<file path="src/rtl/uart_txrx.sv">
`default_nettype none
// +--------------------------------------------------------------------------+
// | uart_txrx : full-duplex 8N1 UART, shared prescaler, 16x RX oversampling    |
// | UART_RX_SYNC_EN : two-flop rxd synchroniser (undefined: single register)  |
// | Revision  : 1.0                                                            |
// +--------------------------------------------------------------------------+
module uart_txrx #(
  parameter int         data_bits                    = 8,
  parameter int         transmitted_bit_counter_bits = 4,
  parameter int         received_bit_counter_bits    = 3,
  parameter int         bit_cell_counter_bits        = 4,
  parameter logic [2:0] br                           = 3'b000
) (
  input  logic                 sysclk,
  input  logic                 rst_n,
  input  logic [data_bits-1:0] DBUS,
  input  logic                 txd_startH,
  output logic                 txd,
  output logic                 txd_doneH,
  input  logic                 rxd,
  output logic [data_bits-1:0] RDR,
  output logic                 rxd_readyH
);

  localparam logic [6:0] c_tick_mask = 7'((1 << br) - 1);
  localparam logic [bit_cell_counter_bits-1:0] c_cell_last = '1;
  localparam logic [bit_cell_counter_bits-1:0] c_cell_mid  = c_cell_last >> 1;
  localparam logic [transmitted_bit_counter_bits-1:0] c_tx_last =
    transmitted_bit_counter_bits'(data_bits - 1);
  localparam logic [received_bit_counter_bits-1:0] c_rx_last =
    received_bit_counter_bits'(data_bits - 1);

  typedef enum logic [1:0] {TX_IDLE, TX_START, TX_DATA, TX_STOP} tx_state_t;
  typedef enum logic [2:0] {RX_IDLE, RX_START, RX_DATA, RX_STOP, RX_WAIT_HIGH} rx_state_t;

  logic [6:0] presc_q;
  logic       w_tick;
  logic       w_rx;

  tx_state_t                                tx_state_q, tx_state_d;
  logic [bit_cell_counter_bits-1:0]         tx_cell_q, tx_cell_d;
  logic [transmitted_bit_counter_bits-1:0]  tx_bit_q, tx_bit_d;
  logic [data_bits-1:0]                     tx_sh_q, tx_sh_d;

  rx_state_t                                rx_state_q, rx_state_d;
  logic [bit_cell_counter_bits-1:0]         rx_cell_q, rx_cell_d;
  logic [received_bit_counter_bits-1:0]     rx_bit_q, rx_bit_d;
  logic [data_bits-1:0]                     rx_sh_q, rx_sh_d;
  logic [data_bits-1:0]                     rdr_q, rdr_d;
  logic                                     ready_q, ready_d;

  // With br = 0 the mask is empty, so the tick is permanently asserted.
  assign w_tick = ((presc_q & c_tick_mask) == c_tick_mask);

`ifdef UART_RX_SYNC_EN
  logic rx_meta_q, rx_sync_q;
  always_ff @(posedge sysclk) begin
    if (rst_n) begin
      rx_meta_q <= 1'b1;
      rx_sync_q <= 1'b1;
    end else begin
      rx_meta_q <= rxd;
      rx_sync_q <= rx_meta_q;
    end
  end
  assign w_rx = rx_sync_q;
`else
  logic rx_reg_q;
  always_ff @(posedge sysclk) begin
    if (rst_n) rx_reg_q <= 1'b1;
    else       rx_reg_q <= rxd;
  end
  assign w_rx = rx_reg_q;
`endif

  always_ff @(posedge sysclk) begin
    if (rst_n) begin
      presc_q    <= '0;
      tx_state_q <= TX_IDLE;
      tx_cell_q  <= '0;
      tx_bit_q   <= '0;
      tx_sh_q    <= '0;
      rx_state_q <= RX_IDLE;
      rx_cell_q  <= '0;
      rx_bit_q   <= '0;
      rx_sh_q    <= '0;
      rdr_q      <= '0;
      ready_q    <= 1'b0;
    end else begin
      presc_q    <= presc_q + 7'd1;
      tx_state_q <= tx_state_d;
      tx_cell_q  <= tx_cell_d;
      tx_bit_q   <= tx_bit_d;
      tx_sh_q    <= tx_sh_d;
      rx_state_q <= rx_state_d;
      rx_cell_q  <= rx_cell_d;
      rx_bit_q   <= rx_bit_d;
      rx_sh_q    <= rx_sh_d;
      rdr_q      <= rdr_d;
      ready_q    <= ready_d;
    end
  end

  always_comb begin
    tx_state_d = tx_state_q;
    tx_cell_d  = tx_cell_q;
    tx_bit_d   = tx_bit_q;
    tx_sh_d    = tx_sh_q;
    txd_doneH  = 1'b0;
    txd        = 1'b1;
    case (tx_state_q)
      TX_IDLE: begin
        if (txd_startH) begin
          tx_sh_d    = DBUS;
          tx_cell_d  = '0;
          tx_bit_d   = '0;
          tx_state_d = TX_START;
        end
      end
      TX_START: begin
        txd = 1'b0;
        if (w_tick) begin
          if (tx_cell_q == c_cell_last) begin
            tx_cell_d  = '0;
            tx_state_d = TX_DATA;
          end else begin
            tx_cell_d = tx_cell_q + 1'b1;
          end
        end
      end
      TX_DATA: begin
        txd = tx_sh_q[0];
        if (w_tick) begin
          if (tx_cell_q == c_cell_last) begin
            tx_cell_d = '0;
            tx_sh_d   = tx_sh_q >> 1;
            if (tx_bit_q == c_tx_last) begin
              tx_bit_d   = '0;
              tx_state_d = TX_STOP;
            end else begin
              tx_bit_d = tx_bit_q + 1'b1;
            end
          end else begin
            tx_cell_d = tx_cell_q + 1'b1;
          end
        end
      end
      TX_STOP: begin
        if (w_tick) begin
          if (tx_cell_q == c_cell_last) begin
            txd_doneH = 1'b1;
            tx_cell_d = '0;
            // A held request chains straight into the next start bit.
            if (txd_startH) begin
              tx_sh_d    = DBUS;
              tx_state_d = TX_START;
            end else begin
              tx_state_d = TX_IDLE;
            end
          end else begin
            tx_cell_d = tx_cell_q + 1'b1;
          end
        end
      end
      default: tx_state_d = TX_IDLE;
    endcase
  end

  always_comb begin
    rx_state_d = rx_state_q;
    rx_cell_d  = rx_cell_q;
    rx_bit_d   = rx_bit_q;
    rx_sh_d    = rx_sh_q;
    rdr_d      = rdr_q;
    ready_d    = 1'b0;
    case (rx_state_q)
      RX_IDLE: begin
        if (!w_rx) begin
          rx_cell_d  = '0;
          rx_bit_d   = '0;
          rx_state_d = RX_START;
        end
      end
      RX_START: begin
        if (w_tick) begin
          if (rx_cell_q == c_cell_mid) begin
            rx_cell_d  = '0;
            rx_state_d = w_rx ? RX_IDLE : RX_DATA;
          end else begin
            rx_cell_d = rx_cell_q + 1'b1;
          end
        end
      end
      RX_DATA: begin
        if (w_tick) begin
          if (rx_cell_q == c_cell_last) begin
            rx_cell_d = '0;
            rx_sh_d   = {w_rx, rx_sh_q[data_bits-1:1]};
            if (rx_bit_q == c_rx_last) begin
              rx_bit_d   = '0;
              rx_state_d = RX_STOP;
            end else begin
              rx_bit_d = rx_bit_q + 1'b1;
            end
          end else begin
            rx_cell_d = rx_cell_q + 1'b1;
          end
        end
      end
      RX_STOP: begin
        if (w_tick) begin
          if (rx_cell_q == c_cell_last) begin
            rx_cell_d = '0;
            if (w_rx) begin
              rdr_d      = rx_sh_q;
              ready_d    = 1'b1;
              rx_state_d = RX_IDLE;
            end else begin
              rx_state_d = RX_WAIT_HIGH;
            end
          end else begin
            rx_cell_d = rx_cell_q + 1'b1;
          end
        end
      end
      RX_WAIT_HIGH: begin
        if (w_rx) rx_state_d = RX_IDLE;
      end
      default: rx_state_d = RX_IDLE;
    endcase
  end

  assign RDR        = rdr_q;
  assign rxd_readyH = ready_q;

endmodule
`default_nettype wire

</file>
<file path="config.mk">
export PLATFORM = sky130hd
export DESIGN_NAME = uart_txrx
export DESIGN_NICKNAME = d
export VERILOG_FILES = /design/src/rtl/uart_txrx.sv
export SDC_FILE = /design/constraint.sdc
export NUM_CORES = 1
export LEC_CHECK = 0
export ABC_AREA = 0
export BUFFER_PORTS_ARGS = -buffer_cell sky130_fd_sc_hd__buf_2
export CAP_MARGIN = 40
export CORE_MARGIN = 3
export CORE_UTILIZATION = 45
export DETAILED_ROUTE_END_ITERATION = 7
export GPL_TIMING_DRIVEN = 0
export HOLD_SLACK_MARGIN = 0.15
export PLACE_DENSITY = 0.73
export SKIP_LAST_GASP = 1
export SYNTH_ARGS = -nofsm -noshare
export SYNTH_HDL_FRONTEND = slang
export SYNTH_SLANG_ARGS = --single-unit
</file>
<file path="constraint.sdc">
create_clock -name sysclk -period 5.8 [get_ports sysclk]
set_clock_uncertainty 0.2 [all_clocks]
set_input_delay 1.16 -clock sysclk [delete_from_list [all_inputs] [get_ports sysclk]]
set_output_delay 1.16 -clock sysclk [all_outputs]
set_load 0.1 [all_outputs]
</file>
==> metrics <==
status complete, no violations; Residual DRC 0; maxcap violations 0; HP Class reg -> reg; post-synthesis sequential area ratio 41.53%; crit path capture type output port; Die Footprint 5805 um2; DIE HEIGHT 76.19 um; largest net degree at the start of global routing 18; M3 GR Usage 4.728%; Max Fclk 272.6 MHz; leading area contributor after synthesis dfxtp_1; P per Cell Area 360.1 nW/um2; RD Place Congestion 0.8111; FF+latch count, synth 46; core area 4564 um2; Max H-tree Level 2; ys async rst share 0%; top_reg_cell synth dfxtp_1; Post-Syn Instances 248; Startpoint Class flip-flop; mux share of post-synthesis cell area 9.481%; final setup violation count 0; num rows 24; GR peak layer met2; vias in the first global route 1,758; CTS tree yes; Final nets 299; Leakage Power 0.9592 nW; Max-slew headroom 59.99%; Area Overhead vs Synth 12.81%; clock tree buffer depth 2; Layout Cells excl Fill 342; final worst-path cycle share 63.26%; GRT overflow 0; worst ir drop on vdd 0.1860 mV; Pre-antenna DRT Iters 4; antenna violations before repair 0; drt total wl 4413 um; final setup TNS 0 ns; simple-gate share of the synthesized area 23.42%; average wire per standard cell 12.90 um; Skew-Pair Late Insertion Delay 0.31 ns; Post-synth EDFFs 0; num ports 23; cts hold-fix bufs 0; Sink Count 46; RSZ-0062 raised after global routing false; Setup Fix Bufs, Post-CTS 0; Netlist Area Pre-Place 2217 um2; Worst-Margin Slew 0.6001 ns; leading cell type in the layout, fill and taps excluded dfxtp_1; Arr. time, crit path 2.31 ns; initial core utilization 48.57%; xor-xnor portion of the synthesized cell area 0%; CP max-delay cell clkbuf_1; Final Hold Fails 0; Worst path max stage delay 0.47 ns; Overall Global Routing Usage 16.74%; dpl hpwl 3143 um; Hold Path Stages 2; layout cells sized above 1 15.88%; largest family of logic cells by synthesized area simple AND/OR/NAND/NOR gates; Synth Net Count 271; Synth top area share 41.53%; n_diodes 0; port bufs 21; distinct cell type count after synthesis 45; Setup CP Type reg -> out; Gates resized, CTS repair 0; complex-gate fraction of the synthesized area 15.46%; fill count 441; Syn Area/Cell 8.940 um2; most frequent cells in the layout dfxtp_1 (46), nor2_1 (34), buf_2 (24), nand2_1 (24), a21oi_1 (22); GR Util met1 21.16%; worst-path cell chain inv_1, ha_1, buf_6, clkbuf_1, mux2i_1, buf_2; Reg clk slew, reported paths 0.10 ns; FF-to-FF path depth 8; post-route ant nets 0; Tmin final 3.669 ns; first-pass GRT wire length 8073 um; clock root buffer clkbuf_8; adder-cell share of the synthesized area 6.208%; YS warnings 0; Vias per Instance 5.295; CP required 4.44 ns; Area contributors post-synth dfxtp_1 (42%), mux2i_1 (9.5%), ha_1 (6.2%), nor2_1 (5.8%), a21oi_1 (5.0%); total CTS buffers 5; fin. max-slew vios 0; met2 GRT Util 27.57%; Crit Path Max Fanout 10; Post-Place Cells 334; DR iter-0 viols 107; Die Wd 76.19 um; via count of the routed design 1,811
stage by stage:
stage / util (%) / setup WS (ns) / total power [mW] / hold slack [ns] / cell area (um2)
finish: 54.80 / 2.131 / 0.9007 / 0.2782 / 2501
floorplan: - / 1.689 / 0.6388 / 0.2360 / 2217
global placement: 52.66 / 2.517 / 0.6868 / 0.2527 / 2404
global route: 54.80 / 1.976 / 0.9679 / 0.3098 / 2501
CTS: 54.80 / 2.106 / 0.9112 / 0.2801 / 2501
detailed placement: 52.66 / 2.461 / 0.6951 / 0.2661 / 2404
registers in the layout (all words and copies together), names as in the netlist:
name / count
RDR: 8
rx_sh_q: 8
tx_sh_q: 8
rx_cell_q: 4
tx_bit_q: 4
tx_cell_q: 4
rx_bit_q: 3
rx_state_q: 3
tx_state_q: 2
rx_reg_q: 1
rxd_readyH: 1
worst max-delay path: cells and delay by family, from the launching register on:
family     cells  cell delay [ns]
buf+inv        4             1.20
mux            1             0.27
flops          1             0.35
fa+ha+maj      1             0.19
routing by layer:
| layer | vias up | part of all wire [%] | wire [um] |
|---|---|---|---|
| met5 | - | 0 | 0 |
| met4 | 0 | 1.3 | 59 |
| met3 | 5 | 4.6 | 201 |
| met2 | 35 | 47 | 2089 |
| met1 | 835 | 47 | 2063 |
| li1 | 936 | - | - |
final timing paths:
kind,end,slack [ns],startpoint
worst max-delay path,txd,2.13,tx_state_q[0]$_SDFFE_PP0P_
worst min-delay path,rx_sh_q[3]$_SDFFE_PP0P_,0.28,rx_sh_q[4]$_SDFFE_PP0P_
worst max register to register,tx_sh_q[4]$_SDFFE_PP0P_,3.61,tx_state_q[0]$_SDFFE_PP0P_
worst min register to register,rx_sh_q[3]$_SDFFE_PP0P_,0.28,rx_sh_q[4]$_SDFFE_PP0P_
Yosys cell counts, types with 2 or more instances:
library cell and count:
dfxtp_1 46, nor2_1 34, nand2_1 24, a21oi_1 22, mux2i_1 21, ha_1 11, a211oi_1 8, clkbuf_1 8
o21ai_0 7, nand3_1 5, and2_1 4, inv_1 4, nand3b_1 4, a32oi_1 3, buf_2 3, nand4_1 3
nor2b_1 3, nor3_1 3, nor4_1 3, a211oi_2 2, buf_6 2, nand2b_1 2, nor4b_1 2, or2_2 2
or3_1 2
final cells by class:
class | instances | area (um2) | share of cell area (%)
Timing Repair Buffer | 21 | 105.1 | 4.202
Inverter | 4 | 15.01 | 0.6003
Clock inverter | 3 | 28.78 | 1.151
Clock buffer | 5 | 68.82 | 2.751
Buffer | 14 | 71.32 | 2.851
Multi-Input combinational cell | 184 | 1210 | 48.37
Tap cell | 65 | 81.33 | 3.252
Sequential cell | 46 | 920.9 | 36.82
power by group:
group / internal (mW) / leakage (nW) / switching (mW)
registers: 0.350 / 0.373 / 0.0235
logic: 0.124 / 0.535 / 0.188
clock network: 0.0903 / 0.0506 / 0.124
total: 0.565 / 0.959 / 0.336
logic make-up after synthesis:
family / after synthesis
AO/OA/AOI/OAI: 51
adder cells (fa/ha/maj): 11
buffers and inverters: 18
flip-flops: 46
multiplexers: 21
AND/OR/NAND/NOR: 101
Note: power is estimated with default switching activity, not from simulation.
